$ cat src/rtl/mem_arb_pkg.sv
// ============================================================================
// Module : mem_arb_pkg
// Brief  : Message types and requester IDs shared by the memory request arbiter.
// Rev    : 1.0  initial release
// ============================================================================
`default_nettype none

package mem_arb_pkg;

   localparam int c_OPAQ_BITS = 8;

   localparam logic REQ_IMEM = 1'b0;
   localparam logic REQ_DMEM = 1'b1;

   typedef struct packed {
      logic [c_OPAQ_BITS-1:0] opaque;
      logic [2:0]             type_;
      logic [31:0]            addr;
      logic [1:0]             len;
      logic [31:0]            data;
   } mem_req_t;

   typedef struct packed {
      logic [c_OPAQ_BITS-1:0] opaque;
      logic [2:0]             type_;
      logic [31:0]            addr;
      logic [1:0]             len;
      logic [31:0]            data;
   } mem_resp_t;

endpackage

`default_nettype wire

$ cat src/rtl/mem_arb_route_fifo.sv
// ============================================================================
// Module : mem_arb_route_fifo
// Brief  : 1-bit route FIFO remembering which requester owns each outstanding
//          memory request; head steers the next in-order response.
// Rev    : 1.0  initial release
// ============================================================================
`default_nettype none

module mem_arb_route_fifo #(
   parameter int P_DEPTH = 4
) (
   input  logic clk,
   input  logic rst,
   input  logic i_push,
   input  logic i_push_id,
   input  logic i_pop,
   output logic o_full,
   output logic o_empty,
   output logic o_head
);

   localparam int c_AW = $clog2(P_DEPTH);

   logic [c_AW:0]      r_wr_ptr;
   logic [c_AW:0]      r_rd_ptr;
   logic [P_DEPTH-1:0] r_ids;

   always_ff @(posedge clk) begin
      if (!rst) begin
         r_wr_ptr <= '0;
         r_rd_ptr <= '0;
      end else begin
         if (i_push) r_wr_ptr <= r_wr_ptr + 1'b1;
         if (i_pop)  r_rd_ptr <= r_rd_ptr + 1'b1;
      end
   end

   // A push into a full FIFO only happens alongside a pop, so overwriting the head slot is safe.
   always_ff @(posedge clk) begin
      if (i_push) r_ids[r_wr_ptr[c_AW-1:0]] <= i_push_id;
   end

   assign o_empty = (r_wr_ptr == r_rd_ptr);
   assign o_full  = (r_wr_ptr[c_AW] != r_rd_ptr[c_AW]) &&
                    (r_wr_ptr[c_AW-1:0] == r_rd_ptr[c_AW-1:0]);
   assign o_head  = r_ids[r_rd_ptr[c_AW-1:0]];

endmodule

`default_nettype wire

$ cat src/rtl/mem_req_arbiter.sv
// ============================================================================
// Module : mem_req_arbiter
// Brief  : Round-robin sharing of one memory port between imem and dmem, with
//          in-order response routing. Optional MEM_ARB_STATS_EN adds counters.
// Rev    : 1.0  initial release
// ============================================================================
`default_nettype none

module mem_req_arbiter
   import mem_arb_pkg::*;
#(
   parameter int P_MAX_INFLIGHT = 4
) (
   input  logic             clk,
   input  logic             rst,
   input  logic             i_go,
   input  logic [1:0]       i_req_val,
   output logic [1:0]       o_req_rdy,
   input  mem_req_t [1:0]   i_req_msg,
   output logic [1:0]       o_resp_val,
   input  logic [1:0]       i_resp_rdy,
   output mem_resp_t [1:0]  o_resp_msg,
   output logic             o_mem_req_val,
   input  logic             i_mem_req_rdy,
   output mem_req_t         o_mem_req_msg,
   input  logic             i_mem_resp_val,
   output logic             o_mem_resp_rdy,
   input  mem_resp_t        i_mem_resp_msg,
`ifdef MEM_ARB_STATS_EN
   output logic [1:0][31:0] o_grant_cnt,
   output logic [31:0]      o_stall_cnt,
`endif
   output logic             o_orphan_err
);

   logic r_ptr;
   logic r_orphan;
   logic w_full;
   logic w_empty;
   logic w_head;
   logic w_gnt;
   logic w_can_issue;
   logic w_push;
   logic w_pop;
   logic w_resp_live;

   mem_arb_route_fifo #(
      .P_DEPTH (P_MAX_INFLIGHT)
   ) u_route_fifo (
      .clk       (clk),
      .rst       (rst),
      .i_push    (w_push),
      .i_push_id (w_gnt),
      .i_pop     (w_pop),
      .o_full    (w_full),
      .o_empty   (w_empty),
      .o_head    (w_head)
   );

   assign w_resp_live = rst & i_mem_resp_val & !w_empty;
   assign w_pop       = w_resp_live & i_resp_rdy[w_head];
   // Freeing a slot this cycle lets a new grant go out in the same cycle.
   assign w_can_issue = rst & i_go & i_mem_req_rdy & (!w_full | w_pop);
   assign w_gnt       = (&i_req_val) ? r_ptr : (i_req_val[REQ_DMEM] ? REQ_DMEM : REQ_IMEM);
   assign w_push      = w_can_issue & (|i_req_val);

   assign o_mem_req_val = w_push;
   assign o_mem_req_msg = i_req_msg[w_gnt];

   always_comb begin
      o_req_rdy        = '0;
      o_req_rdy[w_gnt] = w_can_issue & i_req_val[w_gnt];
   end

   always_comb begin
      o_resp_val         = '0;
      o_resp_val[w_head] = w_resp_live;
   end

   assign o_resp_msg     = {2{i_mem_resp_msg}};
   assign o_mem_resp_rdy = rst & (w_empty | i_resp_rdy[w_head]);
   assign o_orphan_err   = r_orphan;

   always_ff @(posedge clk) begin
      if (!rst) begin
         r_ptr    <= REQ_IMEM;
         r_orphan <= 1'b0;
      end else begin
         if (w_push) r_ptr <= ~w_gnt;
         if (i_mem_resp_val && w_empty) r_orphan <= 1'b1;
      end
   end

`ifdef MEM_ARB_STATS_EN
   logic [1:0][31:0] r_grant_cnt;
   logic [31:0]      r_stall_cnt;

   always_ff @(posedge clk) begin
      if (!rst) begin
         r_grant_cnt <= '0;
         r_stall_cnt <= '0;
      end else begin
         if (w_push) r_grant_cnt[w_gnt] <= r_grant_cnt[w_gnt] + 32'd1;
         if ((|i_req_val) && i_go && !w_can_issue) r_stall_cnt <= r_stall_cnt + 32'd1;
      end
   end

   assign o_grant_cnt = r_grant_cnt;
   assign o_stall_cnt = r_stall_cnt;
`endif

endmodule

`default_nettype wire

$ cat config.mk
export PLATFORM = sky130hd
export DESIGN_NAME = mem_req_arbiter
export DESIGN_NICKNAME = d
export VERILOG_FILES = /design/src/rtl/mem_arb_pkg.sv /design/src/rtl/mem_arb_route_fifo.sv /design/src/rtl/mem_req_arbiter.sv
export SDC_FILE = /design/constraint.sdc
export NUM_CORES = 1
export LEC_CHECK = 0
export ABC_AREA = 1
export CORE_AREA = 8 8 180 182
export CTS_BUF_LIST = sky130_fd_sc_hd__clkbuf_16
export DETAILED_ROUTE_END_ITERATION = 8
export DIE_AREA = 0 0 188 190
export SYNTH_ARGS = -nofsm -noshare
export SYNTH_HDL_FRONTEND = slang
export SYNTH_SLANG_ARGS = --single-unit
$ cat constraint.sdc
create_clock -name clk -period 2.9 [get_ports clk]
set_input_delay 0.725 -clock clk [delete_from_list [all_inputs] [get_ports clk]]
set_output_delay 0.725 -clock clk [all_outputs]
set_load 0.01 [all_outputs]
# [Word level (Yosys, flattened, before mapping)]
# Index checks and enable logic that the tools add are counted.
[classes] n_addsub=2 n_lt_le_gt_ge=7 n_eq_ne=3 n_mux=17 n_bitwise=14 n_reduce_logical=9
[ops] cell="$mux 77" n=2
[ops] cell="$mux 1" n=10
[ops] cell="$and 1x1->1" n=9
[ops] cell="$add 3x1->3 const B" n=2
[ops] cell="$lt 2x3->1 const B" n=2
[ops] cell="$logic_and 1x1->1" n=5
[ops] cell="$and 2x2->2" n=2
[ops] cell="$bwmux 4" n=1
[ops] cell="$lt 1x2->1 const B" n=2
[ops] cell="$eq 3x3->1" n=1
[ops] cell="$bmux 1 s2" n=1
[ops] cell="$demux 1 s1" n=2
[ops] cell="$demux 1 s2" n=1
[ops] cell="$eq 2x2->1" n=1
[ops] cell="$ge 1x1->1 const B" n=2
[ops] cell="$ge 2x1->1 const B" n=1
[ops] cell="$logic_not 1->1" n=2
[ops] cell="$or 1x1->1" n=2
[ops] cell="$reduce_and 2->1" n=1
[ops] cell="$reduce_or 2->1" n=1
[ops] cell="$ne 1x1->1" n=1
[ops] cell="$not 1->1" n=1
[word_totals] ff_bits=12 output_inout_bits=238 elab_cells=57

# [Logic depth before layout (Yosys ltp)]
[depth] ltp_word=9 mapped_depth=12

# [Hierarchy]
# From an unflattened synthesis, not the netlist that was laid out.
[unflattened] hier_cells=503 area_unflattened_um2=2829.0
[modules_own_cells] mod="mem_req_arbiter" instances=1 cells_each=435 area_per_inst_um2=2302.2
[modules_own_cells] mod="mem_arb_route_fifo" instances=1 cells_each=68 area_per_inst_um2=526.8

# [Worst setup path before layout]
# No wires, ideal clock.
[synth_timing] path_kind="input-to-output" from="input port rst" to="output port o_req_rdy[0]" arrival_time_ns=1.559 required_time_ns=2.175 setup_slack_ns=0.616 path_stages=5 n_path_buf=1 path_cell_list="buf_2 > nand3_1 > nor2_2 > nand2_2 > nor2_1"
[synth_via] elab_chain_cells=7
[synth_rtl] element="start, declared" line_no="mem_req_arbiter.sv:15" rtl="input logic rst,"
[synth_rtl] element="$and 1x1->1 (2 in series)" line_no="mem_req_arbiter.sv:60" rtl="assign w_resp_live = rst & i_mem_resp_val & !w_empty;"
[synth_rtl] element="$and 1x1->1" line_no="mem_req_arbiter.sv:61" rtl="assign w_pop = w_resp_live & i_resp_rdy[w_head];"
[synth_rtl] element="$or 1x1->1" line_no="mem_req_arbiter.sv:63" rtl="assign w_can_issue = rst & i_go & i_mem_req_rdy & (!w_full | w_pop);"
[synth_rtl] element="$and 1x1->1 *" line_no="mem_req_arbiter.sv:63"
[synth_rtl] element="$and 1x1->1 *" line_no="mem_req_arbiter.sv:72" rtl="o_req_rdy[w_gnt] = w_can_issue & i_req_val[w_gnt];"
[synth_rtl] element="$and 2x2->2 (no line) *"
[synth_rtl] element="end, declared" line_no="mem_req_arbiter.sv:18" rtl="output logic [1:0] o_req_rdy,"
# Mark *: on every way between the ends. The rest lies on a longest branch, timed or not.

==> results.md <==
- Outcome: complete, no violations
- Cts bufs inserted: 3
- CTS H-Tree Depth: 1
- Crit-path max FO: 10
- Critical Path Source Type: input pin
- Area overhead of the layout relative to synthesis: 73.33%
- Cell-by-cell listing of the critical path: clkdlybuf4s50_1 > nand2_4 > buf_6 > clkbuf_16 > nand2_1 > nand2_1 > dlygate4sd2_1
- Rows: 63
- Post-synth ARST share: 0
- Headroom to the max-slew limit: 0.8442
- Ys Warns: 0
- Placed Cells: 982
- Summed instance area of the synthesized netlist: 2885 um2
- Max Fclk: ~350 MHz
- Global routing usage summed across all routing layers: 0.08250
- Count of flip-flops with a built-in enable after synthesis: 4
- Via density per instance: approximately 3.3
- Slowest stage cell, crit path: sky130_fd_sc_hd__clkdlybuf4s50_1
- Inserted Diodes: 0
- Clock Sinks: 12
- Distinct cells, synth: 23
- Total vias in the final route: about 3.3k
- Clock Latency Late Sink: 0.24 ns
- Cell type with the largest total area after synthesis: sky130_fd_sc_hd__buf_4
- Clock-pin slew reported for the worst setup and hold paths after clock tree synthesis: 0.05 ns
- Fraction of layout cells with a size suffix above 1: 0.1279
- Final clock skew: 0.002606 ns
- RSZ-0062 raised after global routing: false
- Final setup violating endpoints: 0
- Total DRC errors in the routed layout: 0
- Global-route wire length before repair: 22630 um
- Final clock period utilization by the worst path: 0.9743
- Iteration-0 DRC count of the detailed router: approximately 180
- Vias in the first global route: 3492
- Net count after synthesis: 746
- Library cell appearing most often on the critical path: sky130_fd_sc_hd__nand2_1
- Number of failing hold endpoints at the final stage: 0
- Main flop type after synthesis: sky130_fd_sc_hd__dfxtp_1
- Slowest stage delay, CP: 0.52 ns
- Residual antenna-violating net count after detailed routing: 0
- Worst supply voltage drop on vdd: approximately 0.17 mV
- Standard cell core area: 29400 um2
- Clk Tree Root Cell: sky130_fd_sc_hd__clkbuf_16
- Sum of routed wire length over all layers: 18320 um
- CTS tree: done
- Number of fillers in the final layout: 3329
- Avg Cell Area, Syn: 5.759 um2
- Post-route non-filler standard cell count: 1000
- Total power of the final layout: 1130 uW
- Leakage: about 0.0024 uW
- Met2 WL: 8975 um
- Measured slew at the worst slew-check pin: approximately 0.23 ns
- Power density of the placed cells: ~230 nW/um2
- Estimated wirelength of the detail-placed design: 13970 um
- Number of maximum-capacitance violations: 0
- Critical Path Sink Type: output port
- Routed length on met1: 5761 um
- Slew Limit Fails: 0
- Fraction of the core area covered by cells at the end of the flow: 0.1701
- Number of top-level pins: 478
- Die outline height: 190 um
- Flop and latch count out of synthesis: 12
- Synth top area share: 0.4007
- Top layer in use: met5
- First-pass iteration count of the detailed router: 4
- Cell types with the largest area share after synthesis: sky130_fd_sc_hd__buf_4, sky130_fd_sc_hd__nand2_1, sky130_fd_sc_hd__dfxtp_1
- Req. time, crit path: 2.17 ns
- Wire length per cell after detailed routing: 18.32 um
- Start-to-end type of the worst setup path: in -> out
- Most common cell in the synthesized netlist: sky130_fd_sc_hd__nand2_1
- Arrival time of data at the critical path endpoint: 2.10 ns
- Die X-Extent: roughly 190 um
- Number of buffers added to fix hold violations after cts: 0
- Die area: 35720 um2
- Port Buf Inserts: around 250
- Count of nets after finishing: 856
- Sequential share of the synthesized area: 0.09714
- Overflow after GRT: 0
- Tightest Hold Check Type: reg -> reg
- Placer Congestion: about 0.76
- Length of routed met3 wiring: roughly 3400 um
- Mapped Cells: approximately 500
- Setup_tns: 0 ns
- Number of antenna violations at the first check in global routing: 0
- Starting density of the core: 0.09813
- Pin count of the biggest net entering global routing: 40
- Maximum clock insertion buffer count: 2
- Min cycle time layout: 2.826 ns
- List of most frequent post-synthesis cells: sky130_fd_sc_hd__nand2_1, sky130_fd_sc_hd__buf_4, sky130_fd_sc_hd__clkbuf_1, sky130_fd_sc_hd__inv_1, sky130_fd_sc_hd__nor2_1
-- kinds of logic after synthesis --
group / after synthesis / share of synthesized area
flops: 12 / 0.09714
compound gates: 11 / 0.01908
xor+xnor: 1 / 0.003036
simple gates: 284 / 0.4111
buf+inv: 188 / 0.4480
fa+ha+maj: 5 / 0.02168
-- timing repair --
item | in CTS | in global routing
endpoints found under the setup margin | 83 | 47
pin swaps | 0 | 1
gates cloned | 0 | 9
resized for setup | 85 | 51
buffers inserted | 0 | 5
-- routing by layer --
metal | GRT usage | up-vias
met5 | 0.009602 | -
met4 | 0.01061 | 2
met3 | 0.07525 | 10
met2 | 0.1465 | 347
met1 | 0.06828 | 1340
li1 | - | 1567
-- power by group --
part,switching [uW],internal [uW],leakage (uW),total [uW]
Clock,75.1,182,0.0000385,257
Combinational,289,398,0.00226,688
Sequential,5.20,180,0.000102,185
-- flip-flops by register name, indices dropped and copies added (netlist names) --
register,cells
o_orphan_err,1
u_route_fifo.r_ids,4
u_route_fifo.r_wr_ptr,3
u_route_fifo.r_rd_ptr,3
r_ptr,1
-- per-stage QoR --
stage	area (um2)	worst slack, ns	hold slack, ns
6_report	5001	0.07443	0.4684
3_3_place_gp	4787	-0.2297	0.4456
3_5_place_dp	4787	-0.2355	0.4641
5_1_grt	5001	0.005739	0.5273
4_1_cts	4772	-0.1998	0.4749
2_1_floorplan	2885	0.6156	0.4516
-- critical path: cells and delay by family --
family        cells  cell delay (ns)
simple gates      3             0.25
buf+inv           4             1.13
-- cells in the final DEF, fill, tap and decap left out, types with 3 or more instances in the layout --
cell type / Yosys / layout
sky130_fd_sc_hd__nand2_1: 249 / 246
sky130_fd_sc_hd__nand3_2: 4 / 4
sky130_fd_sc_hd__nor2_2: 3 / 3
sky130_fd_sc_hd__a21oi_1: 7 / 7
sky130_fd_sc_hd__buf_4: 154 / 13
sky130_fd_sc_hd__dfxtp_1: 8 / 8
sky130_fd_sc_hd__buf_12: 0 / 4
sky130_fd_sc_hd__nand2_4: 2 / 3
sky130_fd_sc_hd__clkbuf_16: 0 / 10
sky130_fd_sc_hd__edfxtp_1: 4 / 4
sky130_fd_sc_hd__clkdlybuf4s15_1: 0 / 7
sky130_fd_sc_hd__nand3_1: 5 / 5
sky130_fd_sc_hd__ha_1: 5 / 5
sky130_fd_sc_hd__dlygate4sd2_1: 0 / 59
sky130_fd_sc_hd__buf_6: 0 / 5
sky130_fd_sc_hd__nor2_1: 10 / 10
sky130_fd_sc_hd__o21ai_1: 3 / 3
sky130_fd_sc_hd__nand2_2: 7 / 9
sky130_fd_sc_hd__clkdlybuf4s50_1: 0 / 162
sky130_fd_sc_hd__inv_2: 5 / 4
sky130_fd_sc_hd__inv_1: 11 / 11
sky130_fd_sc_hd__clkbuf_2: 0 / 16
-- cell type report --
| type | count | area (um2) | share of cell area |
|---|---|---|---|
| clock buffers | 3 | 75.07 | 0.01501 |
| repair buffers | 276 | 2750 | 0.5499 |
| inverters | 17 | 78.83 | 0.01576 |
| multi-input cells | 301 | 1325 | 0.2649 |
| flip-flops and latches | 12 | 280.3 | 0.05604 |
| clock inverters | 1 | 3.754 | 0.0007506 |
| well taps | 390 | 488.0 | 0.09757 |
-- path summary, 6_finish.rpt --
path / from / to / slack, ns / cells after the start
worst min-delay path: o_orphan_err / o_orphan_err / 0.47 / 2
worst min register to register: o_orphan_err / o_orphan_err / 0.47 / 2
worst max register to register: u_route_fifo.r_wr_ptr[0] / u_route_fifo.r_ids[1] / 1.16 / 11
worst max-delay path: i_req_val[1] / o_mem_req_msg[29] / 0.07 / 7
Note: power is estimated with default switching activity, not from simulation.
